`src/rtl/pwm_pkg.sv`:
```
// pwm_pkg
//   Shared definitions for the PWM scheduler slice: channel count, last period
//   step, FSM state encoding and the duty comparison used by the output stage.
package pwm_pkg;

    localparam int         N_CH    = 16;
    localparam logic [7:0] PER_MAX = 8'd254;

    typedef enum logic {
        ST_IDLE = 1'b0,
        ST_RUN  = 1'b1
    } pwm_state_t;

    // PWM level for one period step. The period counter stops at 254, so a
    // duty of 0xFF stays high through the wrap and 0x00 never goes high.
    function automatic logic pwm_level(input logic [7:0] per_cnt,
                                       input logic [7:0] duty_sh);
        return per_cnt < duty_sh;
    endfunction

endpackage

```
`src/rtl/pwm_prescaler.sv`:
```
// pwm_prescaler
//   Divides clk by PRESCALE. tick is high for one cycle when the counter sits
//   on its last value, and the counter restarts from zero on that cycle.
//   A high clear forces the counter to zero and suppresses tick.
// Ports
//   clk    in  system clock
//   rst    in  synchronous reset, active-high
//   clear  in  hold the counter at zero
//   tick   out one-cycle pulse every PRESCALE counting cycles
module pwm_prescaler #(
    parameter int PRESCALE = 3000,
    parameter int PRE_W    = 12
) (
    input  logic clk,
    input  logic rst,
    input  logic clear,
    output logic tick
);

    localparam logic [PRE_W-1:0] PRE_LAST = PRE_W'(PRESCALE - 1);

    logic [PRE_W-1:0] pre_cnt;

    assign tick = !clear && (pre_cnt == PRE_LAST);

    always_ff @(posedge clk) begin
        if (rst) begin
            pre_cnt <= '0;
        end else if (clear || tick) begin
            pre_cnt <= '0;
        end else begin
            pre_cnt <= pre_cnt + 1'b1;
        end
    end

endmodule

```
`src/rtl/pwm_scheduler.sv`:
```
// pwm_scheduler
//   Drives 16 output pins from the SPI configuration. Enabled channels are
//   static high unless their PWM bit is set, in which case they follow an
//   8-bit duty over a 255-step period of PRESCALE clk cycles per step. Duty
//   and PWM-select are shadowed and reloaded only at period boundaries so a
//   write never produces a runt pulse. The counters idle whenever no enabled
//   channel asks for PWM.
// Ports
//   clk           in  system clock
//   rst           in  synchronous reset, active-high
//   en_out        in  [15:0] channel drive enable, applied on the next edge
//   en_pwm        in  [15:0] 1 = PWM, 0 = static high; shadowed per period
//   duty          in  [7:0]  high steps per period; shadowed per period
//   pwm_out       out [15:0] registered pin levels
//   period_start  out one-cycle pulse after the shadows were loaded
//   running       out high while the FSM is in RUN
//
// state   | meaning
// --------+------------------------------------------------------------
// ST_IDLE | no channel needs PWM; counters held at zero, pins static
// ST_RUN  | period counter advancing, PWM channels follow the shadows
module pwm_scheduler
    import pwm_pkg::*;
#(
    parameter int PRESCALE = 3000,
    parameter int PRE_W    = 12
) (
    input  logic            clk,
    input  logic            rst,
    input  logic [N_CH-1:0] en_out,
    input  logic [N_CH-1:0] en_pwm,
    input  logic [7:0]      duty,
    output logic [N_CH-1:0] pwm_out,
    output logic            period_start,
    output logic            running
);

    pwm_state_t      state;
    logic [7:0]      per_cnt;
    logic [7:0]      duty_sh;
    logic [N_CH-1:0] pwm_sh;

    logic            need;
    logic            tick;
    logic            pre_clear;
    logic            level;
    logic [N_CH-1:0] pwm_next;

    assign need = |(en_out & en_pwm);

    // Counting only happens in RUN with demand; leaving RUN restarts the
    // prescaler from zero so the next period is full length.
    assign pre_clear = (state != ST_RUN) || !need;

    pwm_prescaler #(
        .PRESCALE (PRESCALE),
        .PRE_W    (PRE_W)
    ) u_prescaler (
        .clk   (clk),
        .rst   (rst),
        .clear (pre_clear),
        .tick  (tick)
    );

    // Output stage works from the current state and shadows; en_out is live,
    // so disabling a pin takes effect one edge later regardless of phase.
    always_comb begin
        level    = pwm_level(per_cnt, duty_sh);
        pwm_next = en_out;
        if (state == ST_RUN) begin
            pwm_next = en_out & (~pwm_sh | {N_CH{level}});
        end
    end

    always_ff @(posedge clk) begin
        if (rst) begin
            state        <= ST_IDLE;
            per_cnt      <= '0;
            duty_sh      <= '0;
            pwm_sh       <= '0;
            pwm_out      <= '0;
            period_start <= 1'b0;
            running      <= 1'b0;
        end else begin
            pwm_out      <= pwm_next;
            period_start <= 1'b0;
            case (state)
                ST_IDLE: begin
                    per_cnt <= '0;
                    if (need) begin
                        state        <= ST_RUN;
                        running      <= 1'b1;
                        duty_sh      <= duty;
                        pwm_sh       <= en_pwm;
                        period_start <= 1'b1;
                    end else begin
                        running <= 1'b0;
                    end
                end
                ST_RUN: begin
                    // Losing demand wins over a coincident wrap: no reload.
                    if (!need) begin
                        state   <= ST_IDLE;
                        running <= 1'b0;
                        per_cnt <= '0;
                    end else begin
                        running <= 1'b1;
                        if (tick) begin
                            if (per_cnt == PER_MAX) begin
                                per_cnt      <= '0;
                                duty_sh      <= duty;
                                pwm_sh       <= en_pwm;
                                period_start <= 1'b1;
                            end else begin
                                per_cnt <= per_cnt + 8'd1;
                            end
                        end
                    end
                end
                default: begin
                    state   <= ST_IDLE;
                    running <= 1'b0;
                    per_cnt <= '0;
                end
            endcase
        end
    end

endmodule
```
`config.mk`:
```
export PLATFORM = sky130hd
export DESIGN_NAME = pwm_scheduler
export DESIGN_NICKNAME = d
export VERILOG_FILES = /design/src/rtl/pwm_pkg.sv /design/src/rtl/pwm_prescaler.sv /design/src/rtl/pwm_scheduler.sv
export SDC_FILE = /design/constraint.sdc
export NUM_CORES = 1
export LEC_CHECK = 0
export CAP_MARGIN = 20
export CORE_ASPECT_RATIO = 1.1
export CORE_MARGIN = 2
export CORE_UTILIZATION = 34
export DETAILED_ROUTE_END_ITERATION = 10
export PLACE_DENSITY = 0.63
export SYNTH_ARGS = -nofsm -noshare
export SYNTH_HDL_FRONTEND = slang
export SYNTH_HIERARCHICAL = 1
export SYNTH_SLANG_ARGS = --single-unit
```
`constraint.sdc`:
```
create_clock -name clk -period 7 [get_ports clk]
set_input_delay 1.4 -clock clk [delete_from_list [all_inputs] [get_ports clk]]
set_output_delay 1.4 -clock clk [all_outputs]
set_load 0.03 [all_outputs]
```
==> impl_metrics.toml <==
[grt]
grt_pass1_wl_mm = 11.4
antenna_found_initial = 0
grt-ovfl-total = 0
grt_usage_pct = 16.1
grt_pass1_vias = 2344
grt_max_degree = 46

[power_and_ir_drop]
power.density_mw_per_mm2 = 223
power.share.switching_pct = 24.6
power_frac_clock_pct = 42.3
p_leak_uw = 0.00134
seqPwrFrac_pct = 45.8
vdd_drop_max_v = 0.0000829
p_switching_uw = 200
comb_power_share_pct = 11.9
power.internal_uw = 615

[timing]
setup_viol = 0
slew_headroom_pct = 40.8
worstMarginPinSlew_ps = 888
timing.final.ws_setup_ps = 2130
period_share_pct = 69.5
period_needed_ps = 4870
rsz0062_at_grt = "false"
skew_ps = 11.9
setup_tns_ps = 0
hold_viol = 0
drv_slew = 0
fmax_ghz = 0.206

[die]
die_h_um = 98.5
start_util_pct = 34.9
fp.dieW_um = 89.9
die_area_sq_mm = 0.00886
coreArea_sq_mm = 0.00791
row_count = 34
io_pins = 60

[setup_path]
reg2reg_to = "per_cnt[4]$_SDFFE_PP0P_"
cp-end-kind = "flop"
startpoint_type = "input pin"
rr_worst_depth = 7
rrSetupSlack_ps = 3780
arrival_ps = 5140
crit_fanout = 43
regToRegStartpoint = "u_prescaler/pre_cnt[6]$_SDFF_PP0_"
cp.required_ps = 7270
crit_type = "in2reg"

[layout]
ff_latch_area_sq_mm = 0.00124
multiInputGateArea_sq_mm = 0.00140
area_growth_pct = 32.2
layout_common_cells = "62 x dfxtp_1, 59 x clkdlybuf4s50_1, 53 x a21oi_1"
drive_above_1_share_pct = 6.61
fillCellCount = 817
final_nets = 425
final_common_cell = "dfxtp_1"
diodes = 0

[synthesis]
synth_xor_area_share_pct = 0.951
muxShareOfSynthArea_pct = 2.54
synth_nets = 368
syn-instance-count = 316
synth.distinct_cells = 39
synth_warnings = 6
synth_simple_gate_area_share_pct = 21.4
synth_fa_ha_area_share_pct = 4.53
synth_top_family_by_area = "simple AND/OR/NAND/NOR gates"
synth_compound_area_share_pct = 21.1
avgSynthCellArea_sq_um = 8.74
synth_seq_cells = 62
yosysSeqAreaShare_pct = 44.9
synthesis.area_sq_mm = 0.00276

[clock_tree]
holdBufCountCts = 0
insertion_delay_ps = 350
cts_buffers = 9
htree_levels = 3
clockBufferDepth = 2
cts.sinks = 62
cts_setup_buffers = 0
cts_tree = "yes"
clk_pin_slew_ps = 80
ctsResizeCount = 0
cts_root_buf = "clkbuf_8"

[route]
wl_per_cell_um = 13.8
drt-total-wl_mm = 6.72
ant_nets = 0
drtIter0Drc = 118
firstDrtPassIters = 4
vias = 2478
post_drt_via_cell_ratio = 5.10
drc = 0

[min_path]
worstHoldPathCells = 1
hold_path.class = "reg2reg"
holdPathEnd = "pwm_out[4]$_SDFF_PP0_"
hold_start = "pwm_sh[4]$_SDFFE_PP0P_"

[flow_run]
max_cap_viol_count = 0

[place]
post-place-ws_ps = 1830
gp_congestion = 0.736
port-buffer-count = 59
hpwl_mm = 4.51

[outcome]
status = "finished, final reports clean"
power groups by stage:
stage / registers [uW] / logic [uW] / clock network, uW
floorplan: 392 / 37.5 / 0
global placement: 381 / 96.6 / 0
detailed placement: 381 / 97.0 / 0
CTS: 373 / 97.6 / 352
global route: 375 / 106 / 372
finish: 373 / 97.3 / 345
flip-flops by register name, summed over array words and instances (netlist names):
name / count
pwm_sh: 16
state: 1
period_start: 1
pwm_out: 16
u_prescaler/pre_cnt: 12
duty_sh: 8
per_cnt: 8
final cells by class:
cell class                      count  area share, %
Clock buffer                       10           3.49
Clock inverter                      6           2.36
Inverter                           12           1.23
Multi-Input combinational cell    225           38.2
Sequential cell                    62           34.0
Tap cell                          108           3.70
Timing Repair Buffer               63           17.0
worst max-delay path by stage:
stage | start | endpoint | slack [ps] | cells after the start
floorplan | en_out[3] | per_cnt[2]$_SDFFE_PP0P_ | 3130 | 13
global route | en_pwm[7] | per_cnt[5]$_SDFFE_PP0P_ | 1740 | 11
detailed placement | en_out[7] | per_cnt[5]$_SDFFE_PP0P_ | 1830 | 11
global placement | en_pwm[7] | per_cnt[2]$_SDFFE_PP0P_ | 1960 | 11
finish | en_pwm[7] | per_cnt[4]$_SDFFE_PP0P_ | 2130 | 11
CTS | en_out[7] | per_cnt[4]$_SDFFE_PP0P_ | 2160 | 11
logic make-up (layout without fill, tap and decap cells):
family / after synthesis / count (layout)
AO/OA/AOI/OAI: 103 / 103
multiplexers: 7 / 7
XOR/XNOR: 3 / 3
AND/OR/NAND/NOR: 102 / 102
buffers and inverters: 29 / 91
flip-flops: 62 / 62
adder cells (fa/ha/maj): 10 / 10
routing by layer:
metal  track usage [%]  vias to the layer above  part of all wire [%]
li1                  -                     1267                     -
met1              20.5                     1144                    46
met2              24.8                       59                    48
met3              5.81                        8                   5.3
met4              6.63                        0                   1.5
met5                 0                        -                     0
critical path, stage by stage:
cell	delay [ps]
clkdlybuf4s50_1	450
a22oi_1	280
nand2_1	160
or4_4	780
nand2_1	200
nor4_1	120
and4_1	240
a21o_1	470
nor2_1	720
nand3b_1	150
mux2i_1	160
synthesized netlist by cell type:
cell type / number / share of area (%)
clkbuf_1: 12 / 1.6
nor4_1: 1 / 0.23
mux2i_1: 7 / 2.5
or3_1: 2 / 0.45
or4b_4: 1 / 0.50
o21ai_1: 2 / 0.36
and4_1: 3 / 0.95
ha_1: 10 / 4.5
dfxtp_1: 62 / 45
a21boi_0: 2 / 0.54
buf_1: 2 / 0.27
and2_1: 1 / 0.23
a22oi_1: 8 / 2.2
nand3b_1: 6 / 1.6
a21o_1: 4 / 1.1
o31ai_4: 1 / 0.77
or4_1: 3 / 0.82
a21oi_1: 53 / 9.6
nand3_1: 35 / 6.3
buf_6: 2 / 0.82
inv_1: 12 / 1.6
nand4_1: 6 / 1.4
nor4_2: 1 / 0.45
nor3_1: 2 / 0.36
o21ai_0: 26 / 4.7
buf_2: 1 / 0.18
a211oi_1: 1 / 0.27
nand2_1: 9 / 1.2
or3_2: 2 / 0.54
xnor2_1: 2 / 0.63
nor2_1: 8 / 1.1
o2111ai_1: 1 / 0.32
and3_1: 3 / 0.68
xor2_1: 1 / 0.32
o22ai_1: 2 / 0.45
o31ai_1: 3 / 0.82
or2b_1: 2 / 0.54
or4_4: 1 / 0.41
nand2b_1: 16 / 3.6
per-stage QoR:
| step | total power [uW] | cells | utilization (%) | cell area (sq um) | hold slack (ps) |
|---|---|---|---|---|---|
| 2_1_floorplan | 429 | 316 | - | 2760 | 396 |
| 3_5_place_dp | 478 | 470 | 43.5 | 3440 | 410 |
| 6_report | 815 | 486 | 46.2 | 3650 | 421 |
| 3_3_place_gp | 477 | 470 | 43.5 | 3440 | 407 |
| 5_1_grt | 853 | 486 | 46.2 | 3650 | 431 |
| 4_1_cts | 823 | 486 | 46.2 | 3650 | 419 |
(Power assumes the default switching activity.)
==> patch, RTL diff (config.mk and constraints unchanged) <==
Remove the register `pwm_out`: a continuous assignment takes its place, so the output `pwm_out` follows one clock earlier. Comments in the files are not updated.
--- a/src/rtl/pwm_scheduler.sv
+++ b/src/rtl/pwm_scheduler.sv
@@ -80,3 +80,2 @@
             pwm_sh       <= '0;
-            pwm_out      <= '0;
             period_start <= 1'b0;
@@ -84,3 +83,2 @@
         end else begin
-            pwm_out      <= pwm_next;
             period_start <= 1'b0;
@@ -128,2 +126,4 @@
 
+    assign pwm_out = pwm_next;
+
 endmodule
Function: changed (Yosys sat finds a counterexample within 4 cycles, from zero or initial values and one cycle with rst high).
==> patch against the original RTL <==
Via count shrank 17%. Synthesized area shrank 9.1%. Sequential cell count shrank 16. Die area shrank 8.7%. Total power shrank 29%. Setup slack gained 0.55 ns. Critical path depth shrank 3. Core utilization grew 0.064 points. Design area shrank 10%. Wire length shrank 19%. Highest routed layer unchanged. Cell count shrank 15%. Maximum frequency grew 13%. Register-to-register slack gained 0.56 ns.
==> patch: results (changes against the original RTL) <==
Synthesis
  • Synth Area in Compound Gates: 0.1709 (-0.04015)
  • Synth Area in XOR/XNOR: 0.02093 (+0.01142)
  • Top area cells in the synthesized netlist: dfxtp_1 37%, nand2b_1 12%, mux2i_1 9.6%
  • Mux contribution to synthesized area: 0.09567 (+0.07030)
  • Distinct cell type count after synthesis: 45 (+15%)
  • Syn_nets: 319 (-13%)
  • Post-synth top cells: 50 x nand2b_1, 46 x dfxtp_1, 24 x mux2i_1
  • Post-synthesis sequential area ratio: 0.3667 (-0.08256)
  • Adder-cell area share of the yosys netlist: 0.04983 (+0.004536)

Drt
  • Via count: 2058 (-17%)
  • Final wirelength: 5460 microns (-19%)

Global routing
  • Vias in the first global route: 2007 (-14%)
  • First-pass GRT wire length: 8935 microns (-22%)
  • Largest net degree at the start of global routing: 52 (+13%)
  • GRT Total Usage: 0.1362 (-0.02447)

Timing
  • Max_slew headroom: 0.6224 (+0.2142)
  • Final setup skew: 0.007121 ns (-0.004809 ns)

Cells and area
  • Share of cells above drive strength 1: 0.07012 (+0.003984)
  • Number of fill cells in the layout: 690 (-16%)
  • Regs by FF count: pwm_sh x16, u_prescaler/pre_cnt x12

Power and ir drop
  • LEAKAGE: 1.241 nW (-7.1%)
  • Worst IR Drop VDD: 82.32 uV (-0.69%)

Worst setup path
  • Worst-path maximum fanout: 12 (-72%)
  • CP top delay family: buffers and inverters
  • CP arrival: 2.92 ns (-2.22 ns)
  • Critical Path Max Stage Delay: 0.68 ns (-0.10 ns)

Placement
  • GP Congestion: 0.7226 (-1.9%)
  • Post-DP HPWL: 4063 microns (-10%)
  • Area after DPL: 3166 sq um (-7.9%)

Clock tree
  • H-tree levels: 2 (-1)

Outcome
  • Outcome: complete, no violations
[patch: cell types whose count changed in the layout (fill, tap and decap cells not counted), sizes merged, moves of 17 or more]
cell / delta
a21oi: -46
nand2b: +34
nand3: -29
o21ai: -19
mux2i: +17
[patch: area by class of cell]
class | count | area [sq um] | share of cell area
clock inverters | 2 | 37.54 | 0.01146
inverters | 12 | 45.04 | 0.01375
multi-input cells | 199 | 1475 | 0.4503
repair buffers | 63 | 618.1 | 0.1887
well taps | 85 | 106.4 | 0.03247
clock buffers | 6 | 72.57 | 0.02215
flip-flops and latches | 46 | 920.9 | 0.2811
[patch: cells by family after synthesis]
kind of cell | Yosys count
buffers and inverters | 22
and+or+nand+nor | 104
DFF | 46
muxes | 24
adders and majority gates | 10
xor gates and xnor gates | 6
AOI/OAI and AO/OA | 55
[patch: stage by stage]
stage / std cells / util
floorplan: 267 / -
global placement: 403 / 0.4449
detailed placement: 405 / 0.4467
CTS: 413 / 0.4622
global route: 413 / 0.4622
finish: 413 / 0.4622
[patch: per-layer routing]
metal  track usage  routed length (microns)  vias up
met1        0.1621                     2505      942
met3       0.03251                      183        5
li1              -                        -     1078
met5             0                        0        -
met2        0.2371                     2693       33
met4       0.04762                       78        0
[patch: path summary, 6_finish.rpt]
check	from	end	slack [ns]	cells past startpoint
setup reg to reg	u_prescaler/pre_cnt[6]	duty_sh[0]	4.34	7
hold / removal	u_prescaler/pre_cnt[0]	u_prescaler/pre_cnt[0]	0.47	1
setup / recovery	per_cnt[5]	pwm_out[13]	2.68	8
hold reg to reg	u_prescaler/pre_cnt[0]	u_prescaler/pre_cnt[0]	0.47	1
[patch: power breakdown]
group          internal [mW]  total (mW)  switching [mW]
combinational         0.0553       0.101          0.0461
sequential             0.272       0.279         0.00663
clock                  0.107       0.197          0.0908
total                  0.434       0.577           0.143
